$ cat config.mk
export PLATFORM = sky130hd
export DESIGN_NAME = slc3_test_top
export DESIGN_NICKNAME = d
export VERILOG_FILES = /design/src/rtl/slc3_test_top.sv
export SDC_FILE = /design/constraint.sdc
export NUM_CORES = 2
export LEC_CHECK = 0
export CAP_MARGIN = 15
export CORE_MARGIN = 2
export CORE_UTILIZATION = 30
export CTS_CLUSTER_SIZE = 40
export DETAILED_ROUTE_END_ITERATION = 6
export MAX_ROUTING_LAYER = met4
export SYNTH_ARGS = -nofsm -noshare
export SYNTH_HDL_FRONTEND = slang
export SYNTH_MEMORY_MAX_BITS = 65536
export SYNTH_SLANG_ARGS = --single-unit
$ cat constraint.sdc
create_clock -name Clk -period 12.15 [get_ports Clk]
set_input_delay 2.43 -clock Clk [delete_from_list [all_inputs] [get_ports Clk]]
set_output_delay 2.43 -clock Clk [all_outputs]
set_load 0.02 [all_outputs]
$ cat src/rtl/slc3_test_top.sv
// slc3_test_top - SLC-3 (16-bit LC-3 subset) CPU with 256-word preloaded
// memory and a memory-mapped switch/display port at xFFFF.
//
// Ports:
//   Clk        system clock, rising edge
//   Run        active-low button, starts execution from Halted
//   Continue   active-low button, resumes from PAUSE
//              (Run and Continue both low = asynchronous reset)
//   SW[9:0]    switches, read at xFFFF (zero-extended)
//   LED[9:0]   IR[9:0] while paused, otherwise 0
//   HEX0..HEX3 active-low {g,f,e,d,c,b,a} segments of HexReg, HEX3 = MS nibble
module slc3_test_top (
  input  logic       Clk,
  input  logic       Run,
  input  logic       Continue,
  input  logic [9:0] SW,
  output logic [9:0] LED,
  output logic [6:0] HEX0,
  output logic [6:0] HEX1,
  output logic [6:0] HEX2,
  output logic [6:0] HEX3
);

  localparam logic [4:0] S_HALTED = 5'd0;
  localparam logic [4:0] S_FETCH1 = 5'd1;
  localparam logic [4:0] S_FETCH2 = 5'd2;
  localparam logic [4:0] S_FETCH3 = 5'd3;
  localparam logic [4:0] S_FETCH4 = 5'd4;
  localparam logic [4:0] S_DECODE = 5'd5;
  localparam logic [4:0] S_EXEC   = 5'd6;
  localparam logic [4:0] S_LDR1   = 5'd7;
  localparam logic [4:0] S_LDR2   = 5'd8;
  localparam logic [4:0] S_LDR3   = 5'd9;
  localparam logic [4:0] S_LDR4   = 5'd10;
  localparam logic [4:0] S_STR1   = 5'd11;
  localparam logic [4:0] S_STR2   = 5'd12;
  localparam logic [4:0] S_STR3   = 5'd13;
  localparam logic [4:0] S_PAUSEA = 5'd14;
  localparam logic [4:0] S_PAUSEB = 5'd15;

  localparam logic [3:0] OP_BR    = 4'b0000;
  localparam logic [3:0] OP_ADD   = 4'b0001;
  localparam logic [3:0] OP_JSR   = 4'b0100;
  localparam logic [3:0] OP_AND   = 4'b0101;
  localparam logic [3:0] OP_LDR   = 4'b0110;
  localparam logic [3:0] OP_STR   = 4'b0111;
  localparam logic [3:0] OP_NOT   = 4'b1001;
  localparam logic [3:0] OP_JMP   = 4'b1100;
  localparam logic [3:0] OP_PAUSE = 4'b1101;

  // Test image: bootstrap at x0000, I/O loop at x0006, ALU/branch program
  // at x0010 (constant at x001F), JSR program at x0020.
  function automatic logic [255:0][15:0] build_image();
    logic [255:0][15:0] img;
    img = '0;
    img[8'h00] = 16'h5020;  // AND R0,R0,#0
    img[8'h01] = 16'h623F;  // LDR R1,R0,#-1   (switches)
    img[8'h02] = 16'hC040;  // JMP R1
    img[8'h06] = 16'hD006;  // PAUSE
    img[8'h07] = 16'h643F;  // LDR R2,R0,#-1
    img[8'h08] = 16'h743F;  // STR R2,R0,#-1   (display)
    img[8'h09] = 16'h0FFC;  // BRnzp x0006
    img[8'h10] = 16'h661F;  // LDR R3,R0,#31   (x7FFF)
    img[8'h11] = 16'h18E1;  // ADD R4,R3,#1
    img[8'h12] = 16'h0801;  // BRn x0014
    img[8'h13] = 16'h5920;  // AND R4,R4,#0
    img[8'h14] = 16'h783F;  // STR R4,R0,#-1
    img[8'h15] = 16'h0401;  // BRz x0017
    img[8'h16] = 16'hD016;  // PAUSE
    img[8'h17] = 16'h1B04;  // ADD R5,R4,R4
    img[8'h18] = 16'h7A3F;  // STR R5,R0,#-1
    img[8'h19] = 16'h0401;  // BRz x001B
    img[8'h1A] = 16'hD01A;  // PAUSE
    img[8'h1B] = 16'h9D7F;  // NOT R6,R5
    img[8'h1C] = 16'h7C3F;  // STR R6,R0,#-1
    img[8'h1D] = 16'hD01D;  // PAUSE
    img[8'h1E] = 16'h0FFF;  // BRnzp x001E
    img[8'h1F] = 16'h7FFF;
    img[8'h20] = 16'h4802;  // JSR x0023
    img[8'h23] = 16'h7E3F;  // STR R7,R0,#-1
    img[8'h24] = 16'hD024;  // PAUSE
    img[8'h25] = 16'h0FFF;  // BRnzp x0025
    return img;
  endfunction

  localparam logic [255:0][15:0] IMAGE = build_image();

  function automatic logic [2:0] nzp_of(input logic [15:0] v);
    return {v[15], (v == 16'h0000), (!v[15] && (v != 16'h0000))};
  endfunction

  function automatic logic [6:0] seg7(input logic [3:0] n);
    case (n)
      4'h0: return 7'h40;
      4'h1: return 7'h79;
      4'h2: return 7'h24;
      4'h3: return 7'h30;
      4'h4: return 7'h19;
      4'h5: return 7'h12;
      4'h6: return 7'h02;
      4'h7: return 7'h78;
      4'h8: return 7'h00;
      4'h9: return 7'h10;
      4'hA: return 7'h08;
      4'hB: return 7'h03;
      4'hC: return 7'h46;
      4'hD: return 7'h21;
      4'hE: return 7'h06;
      default: return 7'h0E;
    endcase
  endfunction

  logic              rst_n;
  logic [4:0]        state_q, state_d;
  logic [15:0]       pc_q, pc_d, ir_q, ir_d, mar_q, mar_d, mdr_q, mdr_d;
  logic [15:0]       hex_q, hex_d;
  logic [7:0][15:0]  regs_q, regs_d;
  logic [2:0]        nzp_q, nzp_d;
  logic              ram_we;
  logic [15:0]       ram_rdata;
  logic [15:0]       mem_delta [256];

  logic [3:0]  opcode;
  logic [15:0] sr1_val, sr2_val, dr_val, alu_b, alu_res, mem_rdata;
  logic [15:0] imm5, off6, off9, off11;

  always_comb rst_n = Run | Continue;

  always_comb begin
    opcode  = ir_q[15:12];
    sr1_val = regs_q[ir_q[8:6]];
    sr2_val = regs_q[ir_q[2:0]];
    dr_val  = regs_q[ir_q[11:9]];
    imm5    = {{11{ir_q[4]}}, ir_q[4:0]};
    off6    = {{10{ir_q[5]}}, ir_q[5:0]};
    off9    = {{7{ir_q[8]}}, ir_q[8:0]};
    off11   = {{5{ir_q[10]}}, ir_q[10:0]};
    alu_b   = ir_q[5] ? imm5 : sr2_val;
    case (opcode)
      OP_ADD:  alu_res = sr1_val + alu_b;
      OP_AND:  alu_res = sr1_val & alu_b;
      default: alu_res = ~sr1_val;
    endcase
    if (mar_q == 16'hFFFF)        mem_rdata = {6'b0, SW};
    else if (mar_q[15:8] == 8'h00) mem_rdata = ram_rdata;
    else                           mem_rdata = '0;
  end

  always_comb begin
    state_d = state_q;
    pc_d    = pc_q;
    ir_d    = ir_q;
    mar_d   = mar_q;
    mdr_d   = mdr_q;
    hex_d   = hex_q;
    regs_d  = regs_q;
    nzp_d   = nzp_q;
    ram_we  = 1'b0;
    case (state_q)
      S_HALTED: if (!Run) state_d = S_FETCH1;
      S_FETCH1: begin
        mar_d   = pc_q;
        pc_d    = pc_q + 16'd1;
        state_d = S_FETCH2;
      end
      S_FETCH2: state_d = S_FETCH3;
      S_FETCH3: begin
        mdr_d   = mem_rdata;
        state_d = S_FETCH4;
      end
      S_FETCH4: begin
        ir_d    = mdr_q;
        state_d = S_DECODE;
      end
      S_DECODE: begin
        case (opcode)
          OP_LDR:   state_d = S_LDR1;
          OP_STR:   state_d = S_STR1;
          OP_PAUSE: state_d = S_PAUSEA;
          default:  state_d = S_EXEC;
        endcase
      end
      S_EXEC: begin
        case (opcode)
          OP_ADD, OP_AND, OP_NOT: begin
            regs_d[ir_q[11:9]] = alu_res;
            nzp_d              = nzp_of(alu_res);
          end
          OP_BR:  if (|(ir_q[11:9] & nzp_q)) pc_d = pc_q + off9;
          OP_JMP: pc_d = sr1_val;
          OP_JSR: begin
            regs_d[7] = pc_q;
            pc_d      = pc_q + off11;
          end
          default: ;
        endcase
        state_d = S_FETCH1;
      end
      S_LDR1: begin
        mar_d   = sr1_val + off6;
        state_d = S_LDR2;
      end
      S_LDR2: state_d = S_LDR3;
      S_LDR3: begin
        mdr_d   = mem_rdata;
        state_d = S_LDR4;
      end
      S_LDR4: begin
        regs_d[ir_q[11:9]] = mdr_q;
        nzp_d              = nzp_of(mdr_q);
        state_d            = S_FETCH1;
      end
      S_STR1: begin
        mar_d   = sr1_val + off6;
        state_d = S_STR2;
      end
      S_STR2: begin
        mdr_d   = dr_val;
        state_d = S_STR3;
      end
      S_STR3: begin
        if (mar_q == 16'hFFFF) hex_d = mdr_q;
        ram_we  = (mar_q[15:8] == 8'h00);
        state_d = S_FETCH1;
      end
      // Two-phase pause: press moves to B, release leaves, so a held
      // button resumes exactly once.
      S_PAUSEA: if (!Continue) state_d = S_PAUSEB;
      S_PAUSEB: if (Continue)  state_d = S_FETCH1;
      default:  state_d = S_HALTED;
    endcase
  end

  always_ff @(posedge Clk or negedge rst_n) begin
    if (!rst_n) begin
      state_q <= S_HALTED;
      pc_q    <= '0;
      ir_q    <= '0;
      mar_q   <= '0;
      mdr_q   <= '0;
      hex_q   <= '0;
      regs_q  <= '0;
      nzp_q   <= '0;
    end else begin
      state_q <= state_d;
      pc_q    <= pc_d;
      ir_q    <= ir_d;
      mar_q   <= mar_d;
      mdr_q   <= mdr_d;
      hex_q   <= hex_d;
      regs_q  <= regs_d;
      nzp_q   <= nzp_d;
    end
  end

  // Memory survives reset. The array powers up cleared, so each word is
  // stored XOR'ed with its image value: an untouched word reads back as
  // the preloaded program without any load sequence.
  always_ff @(posedge Clk) begin
    if (ram_we) mem_delta[mar_q[7:0]] <= mdr_q ^ IMAGE[mar_q[7:0]];
    ram_rdata <= mem_delta[mar_q[7:0]] ^ IMAGE[mar_q[7:0]];
  end

  always_comb begin
    LED  = ((state_q == S_PAUSEA) || (state_q == S_PAUSEB)) ? ir_q[9:0] : '0;
    HEX0 = seg7(hex_q[3:0]);
    HEX1 = seg7(hex_q[7:4]);
    HEX2 = seg7(hex_q[11:8]);
    HEX3 = seg7(hex_q[15:12]);
  end

endmodule

==> summary.txt <==
Timing
  • Final period utilization: 0.516
  • Max Freq: 160 MHz
  • Setup TNS: 0 ps
  • Setup violation total in the final timing report: 0
  • Endpoints failing hold: 0
  • Clock skew: 98.4 ps
  • Rel. slew slack: -0.0129
  • Period minus WS final: 6260 ps
  • Worst-Margin Slew: 1520 ps
  • RSZ-0062 raised after global routing: no
  • Slew Viols, Final: 35

Floorplan
  • Io pins: 51
  • Core area: 577000 sq um
  • DIE WIDTH: 764 microns
  • Die area: 584000 sq um
  • Chip height: 764 microns
  • Row count: 279
  • Starting Density: 0.301

Clock network
  • Clk buf depth: 4
  • Post CTS Setup Buffer Count: 0
  • Clock sink count: 4327
  • Max H-tree Level: 5
  • Hold Buf Count CTS: 0
  • Clock buffers created by TritonCTS: 431
  • Clock transition at path regs: 70 ps
  • PostCTS Resize Cnt: 0
  • Clk root buf: clkbuf_16
  • CTS tree: done
  • Clk_lat worst skew: 1040 ps

Synthesis
  • Synth cell types: 79
  • Syn avg cell area: 20.9 sq um
  • Yosys reg bits: 4327
  • Primary FF master, synth: edfxtp_1
  • Seq/Total Area, Yosys: 0.742
  • Async SR Flop Fraction: 0.0497
  • Post-synth EDFFs: 4096
  • Total number of yosys warnings: 0
  • Cells after Synth: 8316
  • Netlist Area Pre-Place: 173000 sq um
  • Mapped Nets: 8411

Critical path
  • Crit. End Element: flip-flop
  • WP data arrival: 7080 ps
  • Required time worst endpoint: 12970 ps
  • Crit Path Class: reg2reg
  • Critical Path Start Type: flip-flop
  • CP Max Fanout: 135

Outcome
  • Status: finished with violations
  • Failing checks: DRC, slew limit

Routing
  • # DRC: 26
  • Routed Wire Length: 482000 microns
  • Routed Antenna Nets: 0
  • Initial DRC Count: 12.2k
  • DR vias/cell: 5.29
  • Drt first pass iters: 7
  • Via Count: 89.3k
  • Routed WL per cell: 28.6 microns

Placement
  • Port Buf Inserts: 50
  • Hpwl dp: 283000 microns
  • RePlAce Congestion: 0.905

Power and ir drop
  • Pleak: 62.5 nW
  • Comb power frac: 0.317
  • Switching share of power: 0.336
  • Switch Pwr: 16.8 mW
  • P_int: 33.1 mW
  • VDD IR max: 339 uV
  • Clock power share: 0.259
  • Seq pwr share: 0.423
  • P per Cell Area: 250 nW/um^2

GRT
  • Met3 Track Usage GR: 0.0308
  • Largest net degree at the start of global routing: 233
  • Total gr overflow: 0
  • Global route hottest layer: met2
  • Initial antenna violation count: 27
  • First-pass GRT wire length: 679000 microns
  • Routing usage on met2: 0.257
  • Gr usage total: 0.165
  • Met1 usage: 0.220
  • Vias in the first global route: 88.8k

Finish
  • Commonest non-fill, non-tap cell in the layout: edfxtp_1
  • Final Util: 0.346
  • Area delta synth->final: 14.9%
  • Most frequent cells in the layout: edfxtp_1 (4096), mux4_2 (1312), clkbuf_16 (433)
  • Layout cells sized above 1: 0.277
  • Layout Nets: 8852

Hold path
  • Worst hold path class: reg2reg

Job
  • Max-Cap Viols: 0
power groups by stage:
stage	Combinational (mW)	Clock, mW	Sequential (mW)
after CTS	15.8	13.1	21.1
after floorplan	9.86	0	22.6
after global placement	15.3	0	21.3
after global routing	16.8	13.7	21.1
after detailed placement	15.8	0	21.4
final	15.8	12.9	21.1
cells by family (layout without fill, tap and decap cells):
family          after synthesis  count (layout)  share of synthesized area
buf+inv                     541            1336                     0.0144
other cells                   0              30                          0
xor+xnor                     57              57                    0.00288
flops                      4327            4327                      0.742
simple gates               1130            1130                     0.0291
compound gates              754             754                     0.0283
mux                        1425            1425                      0.177
fa+ha+maj                    82              82                    0.00605
per-layer routing:
metal / up-vias / wire [microns]
met5: - / 0
met4: 0 / 16300
met3: 802 / 46500
met2: 4643 / 228000
met1: 48200 / 192000
li1: 35700 / -
layout make-up:
cell class,instances,area [sq um]
Tap cell,7727,9670
Sequential cell,4327,129000
Fill cell,53400,377000
Clock buffer,537,11300
Multi-Input combinational cell,3448,42700
Clock inverter,250,2300
Timing Repair Buffer,502,4290
Inverter,47,184
Antenna cell,30,75.1
worst max-delay path, stage by stage, from the launching register on:
cell and delay, ps:
dfrtp_4 520, buf_4 600, buf_12 670, buf_12 700, buf_4 690, mux4_2 420, mux4_2 500, a22oi_1 810
nand2_1 260, or4_1 490, xnor2_1 160
state kept, by name (all words and copies together) (netlist names):
register and flops:
pc_q 16, state_q 4, mem_delta 4096, ram_rdata 16, hex_q 16, regs_q 128, mdr_q 16, nzp_q 3
mar_q 16, ir_q 16
per-stage QoR:
step           hold slack, ps  setup WS, ps  area, sq um  power, mW  std cells
6_report                  536          5890       199000       49.8      16900
2_1_floorplan             440           257       173000       32.5       8316
3_5_place_dp              519          5840       185000       37.2      16000
4_1_cts                   534          5850       199000       50.0      16800
5_1_grt                   556          5520       199000       51.6      16900
3_3_place_gp              500          5710       185000       36.7      16000
synthesized netlist by cell type (all sizes together), types with 5 or more instances:
master   count  area, sq um
buf        214         1280
mux2i       72          721
inv         43          161
o31ai       13         97.6
ha          79          988
or4          8         60.1
a21o        13         97.6
xor2        20          175
nand2      382         1430
nand2b      25          156
nor2b       57          357
mux4      1312        29500
a222oi       7         70.1
and3        39          244
a31oi       39          244
a221oi      12          105
nor4        16          131
nor2       404         1520
nand3       88          440
nor3b        7         52.6
o2111ai      8         70.1
nor3        44          250
a41o         5         50.1
o22ai       15         93.8
a22oi      135         1010
a21oi      134          671
o21a        18          135
o21ai      214         1070
clkbuf     280         1050
mux2        41          462
a2111oi      5         43.8
nand4       17          106
edfxtp    4096       123000
a22o        27          236
or2         12         75.1
a221o        6         60.1
dfxtp       16          320
xnor2       37          324
and2        10         62.6
dfrtp      215         5380
o211ai      15          113
a211oi      23          173
or3          8         50.1
a32oi       32          280
final timing paths:
kind | from | endpoint | slack (ps) | depth (start not counted)
setup / recovery | mar_q[2] | ram_rdata[1] | 5890 | 10
hold reg to reg | regs_q[84] | regs_q[84] | 540 | 2
setup reg to reg | mar_q[2] | ram_rdata[1] | 5890 | 10
min in group asynchronous | Run | state_q[3] | 1990 | 2
max in group asynchronous | Continue | regs_q[59] | 7940 | 4
hold / removal | regs_q[84] | regs_q[84] | 540 | 2
No activity file was read; power rests on OpenSTA's default activity.
